**src/rtl/microblaze_0_bram_port_arbiter.sv**
```systemverilog
// Two-master arbiter sharing BRAM port B with one-cycle-latency accesses and a one-cycle Ack.
// Define BRAM_ARB_ROUND_ROBIN_EN for round-robin arbitration; otherwise M0 has fixed priority.
//
// state  | meaning
// IDLE   | no access in flight, arbitrate any request
// ACCESS | drive BRAM port from the captured request (enable only on a window hit)
// RESP   | Ack the granted master, hand off to the other master if it is waiting
module microblaze_0_bram_port_arbiter #(
    parameter int unsigned              C_PORT_AWIDTH = 32,
    parameter int unsigned              C_PORT_DWIDTH = 32,
    parameter int unsigned              C_NUM_WE      = C_PORT_DWIDTH / 8,
    parameter logic [C_PORT_AWIDTH-1:0] C_BASEADDR    = 32'h00000000,
    parameter logic [C_PORT_AWIDTH-1:0] C_HIGHADDR    = 32'h00001FFF
) (
    input  logic                       BRAM_Clk,
    input  logic                       BRAM_Rst,

    input  logic                       M0_Req,
    input  logic [0:C_NUM_WE-1]        M0_WEN,
    input  logic [0:C_PORT_AWIDTH-1]   M0_Addr,
    input  logic [0:C_PORT_DWIDTH-1]   M0_WrData,
    output logic                       M0_Ack,
    output logic                       M0_Err,
    output logic [0:C_PORT_DWIDTH-1]   M0_RdData,

    input  logic                       M1_Req,
    input  logic [0:C_NUM_WE-1]        M1_WEN,
    input  logic [0:C_PORT_AWIDTH-1]   M1_Addr,
    input  logic [0:C_PORT_DWIDTH-1]   M1_WrData,
    output logic                       M1_Ack,
    output logic                       M1_Err,
    output logic [0:C_PORT_DWIDTH-1]   M1_RdData,

    output logic                       BRAM_EN,
    output logic [0:C_NUM_WE-1]        BRAM_WEN,
    output logic [0:C_PORT_AWIDTH-1]   BRAM_Addr,
    output logic [0:C_PORT_DWIDTH-1]   BRAM_Dout,
    input  logic [0:C_PORT_DWIDTH-1]   BRAM_Din
);

    typedef enum logic [1:0] {
        IDLE   = 2'd0,
        ACCESS = 2'd1,
        RESP   = 2'd2
    } state_t;

    // Offset-from-base compare: one unsigned subtract covers both bounds without wrap issues.
    localparam logic [C_PORT_AWIDTH-1:0] WIN_SPAN = C_HIGHADDR - C_BASEADDR;

    state_t                     state_q, state_d;
    logic                       gnt_m1_q;
    logic [0:C_PORT_AWIDTH-1]   addr_q;
    logic [0:C_NUM_WE-1]        wen_q;
    logic [0:C_PORT_DWIDTH-1]   wdata_q;
    logic                       hit_q;

    logic                       cap;
    logic                       cap_m1;
    logic                       tie_m1;
    logic [0:C_PORT_AWIDTH-1]   sel_addr;
    logic [0:C_NUM_WE-1]        sel_wen;
    logic [0:C_PORT_DWIDTH-1]   sel_wdata;
    logic [C_PORT_AWIDTH-1:0]   sel_offset;
    logic                       in_access;
    logic                       in_resp;
    logic [0:C_PORT_DWIDTH-1]   rd_data;

    // gnt_m1_q doubles as the last-grant pointer; its reset value of M1 lets M0 win the first tie.
`ifdef BRAM_ARB_ROUND_ROBIN_EN
    assign tie_m1 = M1_Req && (!M0_Req || !gnt_m1_q);
`else
    assign tie_m1 = M1_Req && !M0_Req;
`endif

    always_comb begin
        state_d = state_q;
        cap     = 1'b0;
        cap_m1  = 1'b0;
        case (state_q)
            IDLE: begin
                if (M0_Req || M1_Req) begin
                    cap     = 1'b1;
                    cap_m1  = tie_m1;
                    state_d = ACCESS;
                end
            end
            ACCESS: state_d = RESP;
            RESP: begin
                state_d = IDLE;
`ifdef BRAM_ARB_ROUND_ROBIN_EN
                if (gnt_m1_q ? M0_Req : M1_Req) begin
                    cap     = 1'b1;
                    cap_m1  = !gnt_m1_q;
                    state_d = ACCESS;
                end
`else
                // Only a waiting M0 takes the handoff; after M0 the re-arbitration in IDLE favours M0 again.
                if (gnt_m1_q && M0_Req) begin
                    cap     = 1'b1;
                    cap_m1  = 1'b0;
                    state_d = ACCESS;
                end
`endif
            end
            default: state_d = IDLE;
        endcase
    end

    assign sel_addr   = cap_m1 ? M1_Addr   : M0_Addr;
    assign sel_wen    = cap_m1 ? M1_WEN    : M0_WEN;
    assign sel_wdata  = cap_m1 ? M1_WrData : M0_WrData;
    assign sel_offset = sel_addr - C_BASEADDR;

    always_ff @(posedge BRAM_Clk) begin
        if (BRAM_Rst) begin
            state_q  <= IDLE;
            gnt_m1_q <= 1'b1;
            addr_q   <= '0;
            wen_q    <= '0;
            wdata_q  <= '0;
            hit_q    <= 1'b0;
        end else begin
            state_q <= state_d;
            if (cap) begin
                gnt_m1_q <= cap_m1;
                addr_q   <= sel_addr;
                wen_q    <= sel_wen;
                wdata_q  <= sel_wdata;
                hit_q    <= (sel_offset <= WIN_SPAN);
            end
        end
    end

    assign in_access = (state_q == ACCESS);
    assign in_resp   = (state_q == RESP);

    assign BRAM_EN   = in_access && hit_q;
    assign BRAM_WEN  = (in_access && hit_q) ? wen_q : '0;
    assign BRAM_Addr = in_access ? addr_q  : '0;
    assign BRAM_Dout = in_access ? wdata_q : '0;

    // BRAM_Din is the block's registered output, valid in the cycle after the enable.
    assign rd_data = (in_resp && hit_q && (wen_q == '0)) ? BRAM_Din : '0;

    assign M0_Ack    = in_resp && !gnt_m1_q;
    assign M1_Ack    = in_resp &&  gnt_m1_q;
    assign M0_Err    = M0_Ack && !hit_q;
    assign M1_Err    = M1_Ack && !hit_q;
    assign M0_RdData = gnt_m1_q ? '0 : rd_data;
    assign M1_RdData = gnt_m1_q ? rd_data : '0;

endmodule
```
**config.mk**
```make
export PLATFORM = sky130hd
export DESIGN_NAME = microblaze_0_bram_port_arbiter
export DESIGN_NICKNAME = d
export VERILOG_FILES = /design/src/rtl/microblaze_0_bram_port_arbiter.sv
export SDC_FILE = /design/constraint.sdc
export NUM_CORES = 1
export LEC_CHECK = 0
export CAP_MARGIN = 20
export CORE_AREA = 2 2 120 122
export CTS_CLUSTER_DIAMETER = 30
export CTS_CLUSTER_SIZE = 14
export DETAILED_ROUTE_END_ITERATION = 10
export DIE_AREA = 0 0 122 124
export PLACE_DENSITY = 0.73
export SLEW_MARGIN = 40
export SYNTH_ARGS = -nofsm -noshare
export SYNTH_HDL_FRONTEND = slang
export SYNTH_SLANG_ARGS = --single-unit
```
**constraint.sdc**
```tcl
create_clock -name BRAM_Clk -period 2.7 [get_ports BRAM_Clk]
set_clock_uncertainty 0.05 [all_clocks]
set_input_delay 0.54 -clock BRAM_Clk [delete_from_list [all_inputs] [get_ports BRAM_Clk]]
set_output_delay 0.54 -clock BRAM_Clk [all_outputs]
set_load 0.01 [all_outputs]
```
-- After elaboration in Yosys (flattened, before gate mapping)
Index checks and enable logic that the tools add are counted.
- flip-flop bits (word level): 72
- bits in latches: 0
- RAM bits: 0
- memory bits (read-only): 0
- input bits: 172
- output and inout bits: 137
- logic and storage cells: 42
- memories: 0
- $add $sub $neg: 0
- $mul: 0
- divide/modulo/power cells: 0
- $lt $le $gt $ge: 1
- equal/unequal tests: 3
- shifts and indexed selects: 0
- multiplexer cells: 17
- bitwise logic cells: 0
- reduce and logical (&&, ||, !) cells: 15
- operators with widths (operator ; number):
    two-way mux 32 bit ; 7
    less-or-equal comparator 32 x 13 -> 1 bit (second input constant) ; 1
    logical AND 1 bit ; 9
    two-way mux 4 bit ; 2
    case mux 2 bit (3 select lines) ; 1
    two-way mux 1 bit ; 5
    zero test 4 bit ; 1
    zero test 1 bit ; 3
    equality test 2 x 1 -> 1 bit (second input constant) ; 1
    equality test 2 bit (second input constant) ; 1
    zero test 2 bit ; 1
    two-way mux 2 bit ; 1
    != test 2 bit (second input constant) ; 1
    case mux 1 bit (2 select lines) ; 1
    logical OR 1 bit ; 1

-- Longest topological paths before layout
Gate-level depths: netlist of run 1.
- depth in word-level cells: 6
- gate-level depth with buffers: 6
- depth with buffers taken out: 4

-- Worst setup path after synthesis of run 1
No wires, ideal clock.
- kind: register to output
- start: reg hit_q
- end: out M1_RdData[10] (netlist bit)
- arrival time: 1.609 ns
- required time: 2.110 ns
- setup slack: 0.501 ns
- cell stages (with the launch flop): 6
- buffers on the path: 1
- cells stage by stage: dfxtp_1 or4b_1 or3_4 nor2_8 buf_6 and2_1
- cells in the longest elaborated chain, start to end: 4
- RTL lines (what ; RTL line ; source):
    start: declaration ; 55 ; logic hit_q;
    start signal: assignment ; 129 ; hit_q <= (sel_offset <= WIN_SPAN);
    logical AND 1 bit (2 in a row) ; 143 ; assign rd_data = (in_resp && hit_q && (wen_q == '0)) ? BRAM_Din : '0;
    two-way mux 32 bit ; 143 ;
    two-way mux 32 bit ; 150 ; assign M1_RdData = gnt_m1_q ? rd_data : '0;
    end: declaration ; 32 ; output logic [0:C_PORT_DWIDTH-1] M1_RdData,
No other way between the ends.

-- Worst setup path in the final report of run 1
- start: reg wen_q[0] (netlist bit)
- end: out M1_RdData[24] (netlist bit)
- cells in the longest elaborated chain, start to end: 4
- RTL lines (what ; RTL line ; source):
    start: declaration ; 53 ; logic [0:C_NUM_WE-1] wen_q;
    start signal: assignment ; 127 ; wen_q <= sel_wen;
    zero test 4 bit ; 143 ;
    logical AND 1 bit ; 143 ;
    two-way mux 32 bit ; 143 ;
    two-way mux 32 bit ; 150 ;
No other way between the ends.

==> results of run 1 <==
## cells in the final DEF, fill, tap and decap left out
cell type and count:
nand3_1 2, mux2i_1 68, clkdlybuf4s15_2 8, nor2_4 4, buf_6 75, nor4_1 8
buf_8 2, dfxtp_2 1, nand2_1 2, nor2b_1 2, buf_2 5, dfxtp_1 71
bufinv_16 1, and2_1 74, nor3_1 3, a21oi_4 1, clkdlybuf4s50_1 243, nor4b_2 1
or3_4 1, nor3b_1 1, nor2_8 2, clkbuf_16 9, and3_2 4, o21ai_0 2
nor2_1 72, nand4_1 1, clkinv_2 4, nor2b_4 1, a41o_1 1, inv_1 1
and2_4 52, o21bai_1 1, o31ai_1 1, nand2b_1 1, or4b_1 1, a211oi_1 68
buf_4 18, and2_2 3, buf_12 6
## cells by family after synthesis
| logic type | after synthesis | synth area share |
|---|---|---|
| buf+inv | 45 | 0.0564 |
| compound gates | 74 | 0.131 |
| mux | 68 | 0.161 |
| flops | 72 | 0.342 |
| simple gates | 231 | 0.310 |
## power by group
group	internal, W	switching [W]	total [W]
Combinational	0.000540	0.000430	0.000970
Sequential	0.00120	0.0000575	0.00126
Clock	0.000698	0.000426	0.00112
## cell type report
type | instances | share of cell area
Clock buffer | 9 | 0.0269
Multi-Input combinational cell | 377 | 0.327
Sequential cell | 72 | 0.173
Inverter | 1 | 0.000449
Timing Repair Buffer | 357 | 0.440
Tap cell | 180 | 0.0269
Clock inverter | 5 | 0.00599
## routing by layer
layer  vias to the layer above  global-route usage
met5                         -                   0
met4                         0              0.0740
met3                        26              0.0485
met2                       189               0.385
met1                      2118               0.225
li1                       2353                   -
## path summary, 6_finish.rpt
| path | startpoint | end | slack (ps) | cells past startpoint |
|---|---|---|---|---|
| setup reg to reg | state_q[0] | addr_q[10] | 770 | 6 |
| hold reg to reg | wdata_q[5] | wdata_q[5] | 440 | 2 |
| setup / recovery | wen_q[0] | M1_RdData[24] | -270 | 8 |
| hold / removal | wdata_q[5] | wdata_q[5] | 440 | 2 |
## through the flow
stage / utilization / instances
after floorplan: - / 490
after global placement: 0.548 / 954
after detailed placement: 0.548 / 954
after CTS: 0.577 / 996
after global routing: 0.609 / 1001
final: 0.609 / 1001
## timing repair
action	4_1_cts	5_1_grt
endpoints found under the setup margin	65	115
buffers inserted	24	7
hold buffers	0	0
resized for setup	280	102
pin swaps	17	13
hold endpoints to repair	0	0
cloned	4	0
## critical path, stage by stage, from the launching register on
cell,delay [ps]
dfxtp_2,320
or4b_1,520
or3_4,470
nor2_4,160
buf_12,120
buf_8,110
buf_6,110
and2_4,150
buf_6,90
## state kept, by name, summed over array words and instances, names as in the netlist
name / count
wdata_q: 32
state_q: 2
gnt_m1_q: 1
wen_q: 4
addr_q: 32
hit_q: 1
==> results_dict.tcl, run 1 <==
set metrics [dict create \
    portBuffers 308 \
    synth_area_sq_mm 0.00422 \
    io_pins 309 \
    dr_wl_met3_mm 1.32 \
    total_power_w 0.00335 \
    ys_top_cells_by_area "dfxtp_1 (34%), and2_1 (18%), mux2i_1 (16%)" \
    wirelength_mm 17.2 \
    antenna_left 0 \
    drt_iter0_drc 185 \
    synth_cells 490 \
    whs_ps 442 \
    coreArea_sq_mm 0.0137 \
    num_rows 43 \
    powerDensity_mw_per_mm2 401 \
    drc 0 \
    grt_max_degree 86 \
    ys_seq_area_frac 0.342 \
    slew_violations 0 \
    syn-num-nets 662 \
    ys_ff_latch 72 \
    async_flop_share 0 \
    fmax_mhz 337 \
    status "complete, but fails checks" \
    worst_ep_required_time_ps 2110 \
    diodes 0 \
    met2WireLength_mm 9.00 \
    die_x_um 122 \
    dieArea_sq_mm 0.0151 \
    seq_area_sq_mm 0.00144 \
    violations "negative setup slack" \
    grt_pass1_vias 4482 \
    setup_viol 62 \
    met1_length_mm 6.43 \
    avgSynthCellArea_sq_um 8.60 \
    path_class "flop to output pin" \
    grt_util_all_layers 0.205 \
    finalWorstSetupSlack_ps -271 \
    grt_setup_unrepaired "yes" \
    path_max_fanout 6 \
    die_y_um 124 \
    detailedPlace.worstSlack_ps -129 \
    cts.path.max_buffers 2 \
    clk_pin_slew_worst_paths_ps 60 \
    cts_root_buf "clkbuf_16" \
    hold_path.class "flop to flop" \
    via_count 4686 \
    dr.pass1.iters 4 \
    grt_first_pass_wirelength_mm 24.0 \
    finalSetupTns_ps -11310 \
    grt_antenna_before_repair 0 \
    multi_input_area_sq_mm 0.00273 \
    final_area_sq_mm 0.00836 \
    synth_edf_count 0 \
    tightest_slew_ps 475 \
    fin_crit_ps 2970 \
    wl_per_cell_um 17.2 \
    cp_data_arrival_time_ps 2380 \
    yosysWarningCount 0 \
    synthDistinctLibCells 28 \
    cts_buffers 9 \
    period_share 1.10 \
    vdd_drop_max_uv 328 \
    cts_tree "built" \
    end_kind "output pin" \
    gp_congestion 0.898 \
    ys.flop_type "dfxtp_1" \
    fillers 1138 \
    areaGrowthSynthToFinish_pct 98.3 \
    cts_num_sinks 72 \
    yosys.area.top_type "dfxtp_1" \
    via_per_inst 4.68 \
    fin_nets 990 \
    gr-total-overflow 0 \
    dr.max_layer_used "met4" \
    start_util 0.307 \
    p_leak_nw 3.36 \
    maxSlewHeadroom 0.682 \
    clk_latency_ps 320 \
    synth_commonest_cells "and2_1 (124), dfxtp_1 (72), nor2_1 (72)" \
    dp_hpwl_mm 12.4 \
    yosys.cell_count.top_type "and2_1" \
    yosysTopAreaCellShare 0.342 \
    hold_viol 0 \
    drive_gt1_frac 0.241 \
    critPathLaunchType "flop" \
    drv_cap 0 \
    placed_area_sq_mm 0.00752 \
    htreeDepth 3 \
]
(Power assumes the default switching activity.)
==> inputs of run 2 (changes only) <==
CTS_CLUSTER_DIAMETER = 50   (was 30)
==> results of run 2 <==
No change in the layout: final DEF, timing and power equal those of run 1.
